[src/rtl/sobel_stream_gradient_pkg.sv]
// Shared types and helpers for the Canny gradient stage.
// Direction codes, FSM states and the direction threshold ratio.
package canny_pkg;

    typedef enum logic [1:0] {
        DIR_0   = 2'd0,
        DIR_45  = 2'd1,
        DIR_90  = 2'd2,
        DIR_135 = 2'd3
    } grad_dir_t;

    typedef enum logic [1:0] {
        FILL  = 2'd0,
        RUN   = 2'd1,
        FLUSH = 2'd2
    } sobel_state_t;

    // tan(22.5deg) ~= TAN_NUM / TAN_DEN
    localparam int TAN_NUM = 2;
    localparam int TAN_DEN = 5;

    function automatic logic [31:0] sobel_abs(input logic signed [31:0] v);
        return v[31] ? 32'(-v) : 32'(v);
    endfunction

endpackage

[src/rtl/sobel_stream_gradient_if.sv]
// Pixel-in / gradient-out stream bundle for the Sobel stage.
// slave is the stage's view, master the upstream/downstream view.
interface sobel_stream_gradient_if #(
    parameter int DW = 8
);
    import canny_pkg::*;

    logic          s_valid;
    logic          s_ready;
    logic [DW-1:0] s_data;
    logic          m_valid;
    logic          m_ready;
    logic [DW-1:0] m_mag;
    grad_dir_t     m_dir;
    logic          m_sof;
    logic          m_eof;

    modport slave (
        input  s_valid, s_data, m_ready,
        output s_ready, m_valid, m_mag, m_dir, m_sof, m_eof
    );

    modport master (
        output s_valid, s_data, m_ready,
        input  s_ready, m_valid, m_mag, m_dir, m_sof, m_eof
    );

endinterface

[src/rtl/sobel_stream_gradient_line_buffer.sv]
// Two row delay lines plus window taps; the bottom-right tap is the
// incoming pixel so a window is ready on the same beat it completes.
module sobel_line_buffer #(
    parameter int DW    = 8,
    parameter int IMG_W = 200
) (
    input  logic                    clk,
    input  logic                    shift,
    input  logic [DW-1:0]           din,
    output logic [2:0][2:0][DW-1:0] win
);
    localparam int D = 2 * IMG_W + 2;

    // hist[k] holds the pixel accepted k+1 shifts ago
    logic [D-1:0][DW-1:0] hist;

    always_ff @(posedge clk) begin
        if (shift) begin
            hist <= {hist[D-2:0], din};
        end
    end

    always_comb begin
        win[2][2] = din;
        win[2][1] = hist[0];
        win[2][0] = hist[1];
        win[1][2] = hist[IMG_W-1];
        win[1][1] = hist[IMG_W];
        win[1][0] = hist[IMG_W+1];
        win[0][2] = hist[2*IMG_W-1];
        win[0][1] = hist[2*IMG_W];
        win[0][0] = hist[2*IMG_W+1];
    end

endmodule

[src/rtl/sobel_stream_gradient.sv]
// Streaming 3x3 Sobel gradient: line-buffered window, L1 magnitude and
// quantised direction, one output register with valid/ready.
module sobel_stream_gradient
    import canny_pkg::*;
#(
    parameter int DW        = 8,
    parameter int IMG_W     = 200,
    parameter int IMG_H     = 200,
    parameter int MAG_SHIFT = 3
) (
    input logic                    clk,
    input logic                    reset,
    sobel_stream_gradient_if.slave bus
);
    localparam int NPIX = IMG_W * IMG_H;
    localparam int PW   = $clog2(NPIX + 1);
    localparam int CW   = $clog2(IMG_W);
    localparam int RW   = $clog2(IMG_H);
    localparam int GW   = DW + 3;
    localparam int TW   = GW + 3;

    sobel_state_t state, state_nx;

    logic                    armed;
    logic                    accept;
    logic                    load;
    logic                    shift;
    logic                    border;
    logic                    first;
    logic                    last;
    logic [PW-1:0]           pix_cnt;
    logic [CW-1:0]           col;
    logic [RW-1:0]           row;
    logic [DW-1:0]           din;
    logic [DW-1:0]           mag;
    logic [2:0][2:0][DW-1:0] win;
    logic [DW+1:0]           xr, xl, yt, yb;
    logic signed [GW-1:0]    gx, gy;
    logic [GW-1:0]           ax, ay;
    logic [GW:0]             sum, sh;
    logic [TW-1:0]           ax_n, ay_n, ax_d, ay_d;
    grad_dir_t               dir;

    function automatic logic [DW+1:0] col3(
        input logic [DW-1:0] a,
        input logic [DW-1:0] b,
        input logic [DW-1:0] c
    );
        return {2'b00, a} + {1'b0, b, 1'b0} + {2'b00, c};
    endfunction

    // armed keeps s_ready low while reset is held
    assign bus.s_ready = armed && (state != FLUSH)
                       && (!bus.m_valid || bus.m_ready);
    assign accept = bus.s_valid && bus.s_ready;
    assign din    = (state == FLUSH) ? '0 : bus.s_data;

    sobel_line_buffer #(
        .DW    (DW),
        .IMG_W (IMG_W)
    ) u_lb (
        .clk   (clk),
        .shift (shift),
        .din   (din),
        .win   (win)
    );

    always_comb begin
        state_nx = state;
        load     = 1'b0;
        shift    = 1'b0;
        unique case (state)
            FILL: begin
                shift = accept;
                if (accept && pix_cnt == PW'(IMG_W)) begin
                    state_nx = RUN;
                end
            end
            RUN: begin
                shift = accept;
                load  = accept;
                if (accept && pix_cnt == PW'(NPIX - 1)) begin
                    state_nx = FLUSH;
                end
            end
            FLUSH: begin
                load  = !(bus.m_valid && (bus.m_eof || !bus.m_ready));
                shift = load;
                if (bus.m_valid && bus.m_ready && bus.m_eof) begin
                    state_nx = FILL;
                end
            end
            default: state_nx = FILL;
        endcase
    end

    always_comb begin
        xr   = col3(win[0][2], win[1][2], win[2][2]);
        xl   = col3(win[0][0], win[1][0], win[2][0]);
        yt   = col3(win[0][0], win[0][1], win[0][2]);
        yb   = col3(win[2][0], win[2][1], win[2][2]);
        gx   = $signed({1'b0, xr}) - $signed({1'b0, xl});
        gy   = $signed({1'b0, yt}) - $signed({1'b0, yb});
        ax   = GW'(sobel_abs(32'(gx)));
        ay   = GW'(sobel_abs(32'(gy)));
        sum  = {1'b0, ax} + {1'b0, ay};
        sh   = sum >> MAG_SHIFT;
        mag  = (|sh[GW:DW]) ? '1 : sh[DW-1:0];
        ax_n = TW'(ax) * TW'(TAN_NUM);
        ay_n = TW'(ay) * TW'(TAN_NUM);
        ax_d = TW'(ax) * TW'(TAN_DEN);
        ay_d = TW'(ay) * TW'(TAN_DEN);
        if (ay_d < ax_n || (ax == '0 && ay == '0)) begin
            dir = DIR_0;
        end else if (ax_d < ay_n) begin
            dir = DIR_90;
        end else if (gx[GW-1] == gy[GW-1]) begin
            dir = DIR_45;
        end else begin
            dir = DIR_135;
        end
    end

    assign first  = (row == '0) && (col == '0);
    assign last   = (row == RW'(IMG_H - 1)) && (col == CW'(IMG_W - 1));
    assign border = (row == '0) || (row == RW'(IMG_H - 1))
                 || (col == '0) || (col == CW'(IMG_W - 1));

    always_ff @(posedge clk or negedge reset) begin
        if (!reset) begin
            state   <= FILL;
            armed   <= 1'b0;
            pix_cnt <= '0;
            row     <= '0;
            col     <= '0;
        end else begin
            state <= state_nx;
            armed <= 1'b1;
            if (accept) begin
                pix_cnt <= (pix_cnt == PW'(NPIX - 1)) ? '0 : pix_cnt + 1'b1;
            end
            if (load) begin
                if (col == CW'(IMG_W - 1)) begin
                    col <= '0;
                    row <= (row == RW'(IMG_H - 1)) ? '0 : row + 1'b1;
                end else begin
                    col <= col + 1'b1;
                end
            end
        end
    end

    always_ff @(posedge clk or negedge reset) begin
        if (!reset) begin
            bus.m_valid <= 1'b0;
            bus.m_mag   <= '0;
            bus.m_dir   <= DIR_0;
            bus.m_sof   <= 1'b0;
            bus.m_eof   <= 1'b0;
        end else if (load) begin
            bus.m_valid <= 1'b1;
            bus.m_mag   <= border ? '0 : mag;
            bus.m_dir   <= border ? DIR_0 : dir;
            bus.m_sof   <= first;
            bus.m_eof   <= last;
        end else if (bus.m_ready) begin
            bus.m_valid <= 1'b0;
        end
    end

endmodule

[src/flat_wrapper.sv]
// flat-port wrapper written by rule: the top's interface ports become plain ports
module sobel_stream_gradient_flat import canny_pkg::*;
#(
    parameter int DW        = 8,
    parameter int IMG_W     = 200,
    parameter int IMG_H     = 200,
    parameter int MAG_SHIFT = 3
)
  (clk, reset, bus_s_valid, bus_s_data, bus_m_ready, bus_s_ready, bus_m_valid, bus_m_mag, bus_m_dir, bus_m_sof, bus_m_eof);
  sobel_stream_gradient_if #(.DW(DW)) bus_i ();
  input logic clk;
  input logic reset;
  input wire logic [$bits(bus_i.s_valid)-1:0] bus_s_valid;
  input wire logic [$bits(bus_i.s_data)-1:0] bus_s_data;
  input wire logic [$bits(bus_i.m_ready)-1:0] bus_m_ready;
  output wire logic [$bits(bus_i.s_ready)-1:0] bus_s_ready;
  output wire logic [$bits(bus_i.m_valid)-1:0] bus_m_valid;
  output wire logic [$bits(bus_i.m_mag)-1:0] bus_m_mag;
  output wire logic [$bits(bus_i.m_dir)-1:0] bus_m_dir;
  output wire logic [$bits(bus_i.m_sof)-1:0] bus_m_sof;
  output wire logic [$bits(bus_i.m_eof)-1:0] bus_m_eof;
  assign bus_i.s_valid = bus_s_valid;
  assign bus_i.s_data = bus_s_data;
  assign bus_i.m_ready = bus_m_ready;
  assign bus_s_ready = bus_i.s_ready;
  assign bus_m_valid = bus_i.m_valid;
  assign bus_m_mag = bus_i.m_mag;
  assign bus_m_dir = bus_i.m_dir;
  assign bus_m_sof = bus_i.m_sof;
  assign bus_m_eof = bus_i.m_eof;
  sobel_stream_gradient #(.DW(DW), .IMG_W(IMG_W), .IMG_H(IMG_H), .MAG_SHIFT(MAG_SHIFT)) u_core (.clk(clk), .reset(reset), .bus(bus_i));
endmodule
[config.mk]
export PLATFORM = sky130hd
export DESIGN_NAME = sobel_stream_gradient_flat
export DESIGN_NICKNAME = d
export VERILOG_FILES = /design/src/rtl/sobel_stream_gradient_pkg.sv /design/src/rtl/sobel_stream_gradient_if.sv /design/src/rtl/sobel_stream_gradient_line_buffer.sv /design/src/rtl/sobel_stream_gradient.sv /design/src/flat_wrapper.sv
export SDC_FILE = /design/constraint.sdc
export NUM_CORES = 2
export LEC_CHECK = 0
export BUFFER_PORTS_ARGS = -buffer_cell sky130_fd_sc_hd__buf_2
export CORE_MARGIN = 2
export CORE_UTILIZATION = 56
export DETAILED_ROUTE_END_ITERATION = 10
export PLACE_DENSITY = 0.7
export SYNTH_ARGS = -nofsm -noshare
export SYNTH_HDL_FRONTEND = slang
export SYNTH_HIERARCHICAL = 1
export SYNTH_SLANG_ARGS = --single-unit
[constraint.sdc]
create_clock -name clk -period 155.4 [get_ports clk]
set_input_delay 31.08 -clock clk [delete_from_list [all_inputs] [get_ports clk]]
set_output_delay 31.08 -clock clk [all_outputs]
set_load 0.05 [all_outputs]
==> run_results.csv <==
group,metric,value,unit
pwr,seq_power_share,0.526,
clock_network,postCtsHoldBufs,0,
grt,track_usage,0.153,
timing,slew_headroom,0.217,
layout,num-fill-cells,11700,
setup_path,crit_top_cell,"buf_2",
floorplanning,fp.dieH,437,um
pwr,p_int,1.44,mW
clock_network,path_clk_slew,0.07,ns
layout,drive_gt1_frac,0.108,
floorplanning,dieArea,191000,um^2
setup_path,endpoint_kind,"primary output",
run_status,outcome,"complete, no violations",
grt,grt_max_degree,221,
timing,rsz0062_at_grt,"no",
timing,setup-violations-final,0,
drt,drt_iter0_drc,3487,
placed_design,hpwlAfterDp,60.8,mm
placed_design,gp_congestion,0.776,
hold_path,min_path_type,"reg2reg",
layout,layout_commonest_cell,"edfxtp_1",
timing,fin_setup_tns,0,ns
synth,avgSynthCellArea,24.9,um^2
floorplanning,ios,26,
clock_network,clk_latency,0.92,ns
synth,ys_warn_count,6,
pwr,clockPowerShare,0.389,
floorplanning,core.rowCount,158,
setup_path,reg2reg_from,"u_core/state[0]",
setup_path,r2r_cells,33,
setup_path,cp-start-kind,"primary input",
floorplanning,initial_utilization,0.565,
synth,syn-num-nets,4370,
drt,wl_met2,67.6,mm
timing,hold_slack,0.383,ns
drt,routed_wl,146,mm
pwr,p_leak,30.1,nW
clock_network,clockRootBuffer,"clkbuf_16",
synth,syn_area,105000,um^2
clock_network,numCtsBuffers,314,
clock_network,cts_post_setup_buffers_inserted,0,
drt,first_pass_iters,5,
timing,clock-skew-final,0.0536,ns
hold_path,hold_start,"u_core/u_lb/hist[1582]",
setup_path,crit_slowest_cell,"buf_2",
setup_path,max_stage_delay,0.34,ns
timing,worst_pin_slew,1.17,ns
drt,drc,0,
layout,final_nets,4672,
pwr,vdd_ir_drop_max,0.0000117,V
placed_design,portBuffers,25,
floorplanning,coreArea,186000,um^2
timing,period_minus_slack,62.97,ns
drt,routed.top_layer,"met4",
drt,final_antenna_net_count,0,
grt,grt_pass1_vias,37700,
hold_path,hold_depth,0,
setup_path,r2r_slack,146.39,ns
timing,finalHoldViolations,0,
floorplanning,chipWidth,437,um
clock_network,clockBufferDepth,4,
pwr,combPwrFrac,0.086,
setup_path,arrival,31.89,ns
drt,met1_length,69.2,mm
drt,wl_per_cell,20.3,um
run,max_cap_viol_count,0,
grt,antenna_found_initial,3,
drt,route.met3.wl,6.16,mm
setup_path,reg2reg_to,"u_core/bus.m_dir[0]",
pwr,switching_power,0.409,mW
synth,synthCells,4202,
drt,num_vias,37300,
layout,antennaDiodeCount,0,
pwr,p_per_area,15.7,nW/um^2
setup_path,critPathKind,"in2out",
clock_network,htreeDepth,5,
drt,avgViaCountPerCell,5.18,
hold_path,min_to,"u_core/u_lb/hist[1590]",
clock_network,cts_resized,0,
grt,grt_pass1_wl,223,mm
pwr,p_sw_frac,0.221,
layout,area_growth_syn_to_layout,12.0,%
timing,fmax,15.9,MHz
grt,grt-ovfl-total,0,
setup_path,crit_fanout,3,
timing,fin_crit_sh,0.405,
timing,slew_violations,0,
clock_network,cts_tree,"built",
layout,layout_common_cells,"3216 x edfxtp_1, 320 x clkbuf_16, 187 x inv_1",
setup_path,critical_path_required,124.32,ns
setup_path,critical_path.cell_chain,"buf_2 -> nor2b_1 -> nor3b_1 -> buf_2",
clock_network,cts_num_sinks,3264,
==> sequential cells by signal, indices dropped and copies added, names as in the netlist <==
| name | flops |
|---|---|
| u_core/armed | 1 |
| u_core/row | 8 |
| u_core/u_lb/hist | 3152 |
| u_core/bus.m_eof | 1 |
| u_core/bus.m_mag | 8 |
| u_core/bus.m_sof | 1 |
| u_core/col | 8 |
| u_core/bus.m_dir | 2 |
| u_core/pix_cnt | 16 |
| u_core/bus.m_valid | 1 |
| u_core/state | 2 |
| u_core/u_lb/win | 64 |
==> per-stage QoR <==
step | util | power, mW | cells | cell area [um^2] | worst slack (ns)
final | 0.632 | 1.85 | 7206 | 117000 | 92.43
after global routing | 0.632 | 1.92 | 7206 | 117000 | 92.33
after CTS | 0.632 | 1.87 | 7206 | 117000 | 92.42
after detailed placement | 0.581 | 1.15 | 6668 | 108000 | 92.43
after global placement | 0.581 | 1.14 | 6668 | 108000 | 92.33
after floorplan | - | 1.25 | 4202 | 105000 | 29.17
==> how the worst max path moves through the flow <==
stage	from	end	slack [ns]	cells after the start
finish	bus_m_ready	bus_s_ready	92.43	4
global route	bus_m_ready	bus_s_ready	92.33	4
CTS	bus_m_ready	bus_s_ready	92.42	4
detailed placement	bus_m_ready	bus_s_ready	92.43	4
global placement	bus_m_ready	bus_s_ready	92.33	4
floorplan	bus_m_ready	u_core/u_lb/hist[1000]	29.17	4
==> worst max-delay path, delay by kind of cell <==
kind	cells	cell delay (ns)
buffers and inverters	2	0.44
and+or+nand+nor	2	0.37
==> power by group through the flow <==
| stage | registers (mW) | logic, mW | clock network, mW |
|---|---|---|---|
| after floorplan | 1.12 | 0.123 | 0 |
| after global placement | 0.990 | 0.151 | 0 |
| after detailed placement | 0.990 | 0.157 | 0 |
| after CTS | 0.971 | 0.159 | 0.743 |
| after global routing | 0.971 | 0.179 | 0.772 |
| final | 0.971 | 0.158 | 0.718 |
==> metal layers <==
metal / GRT usage / up-vias
met2: 0.226 / 819
met3: 0.0286 / 262
met1: 0.236 / 19300
met5: 0 / -
met4: 0.0467 / 0
li1: - / 17000
==> area by class of cell <==
cell class	count	area, um^2	area share
sequential	3264	97800	0.833
multi-input combinational	678	5830	0.0497
clock buffer	382	8240	0.0702
tap	2480	3100	0.0264
timing repair buffer	58	435	0.00371
inverter	188	706	0.00601
clock inverter	156	1270	0.0108
(Power assumes the default switching activity.)
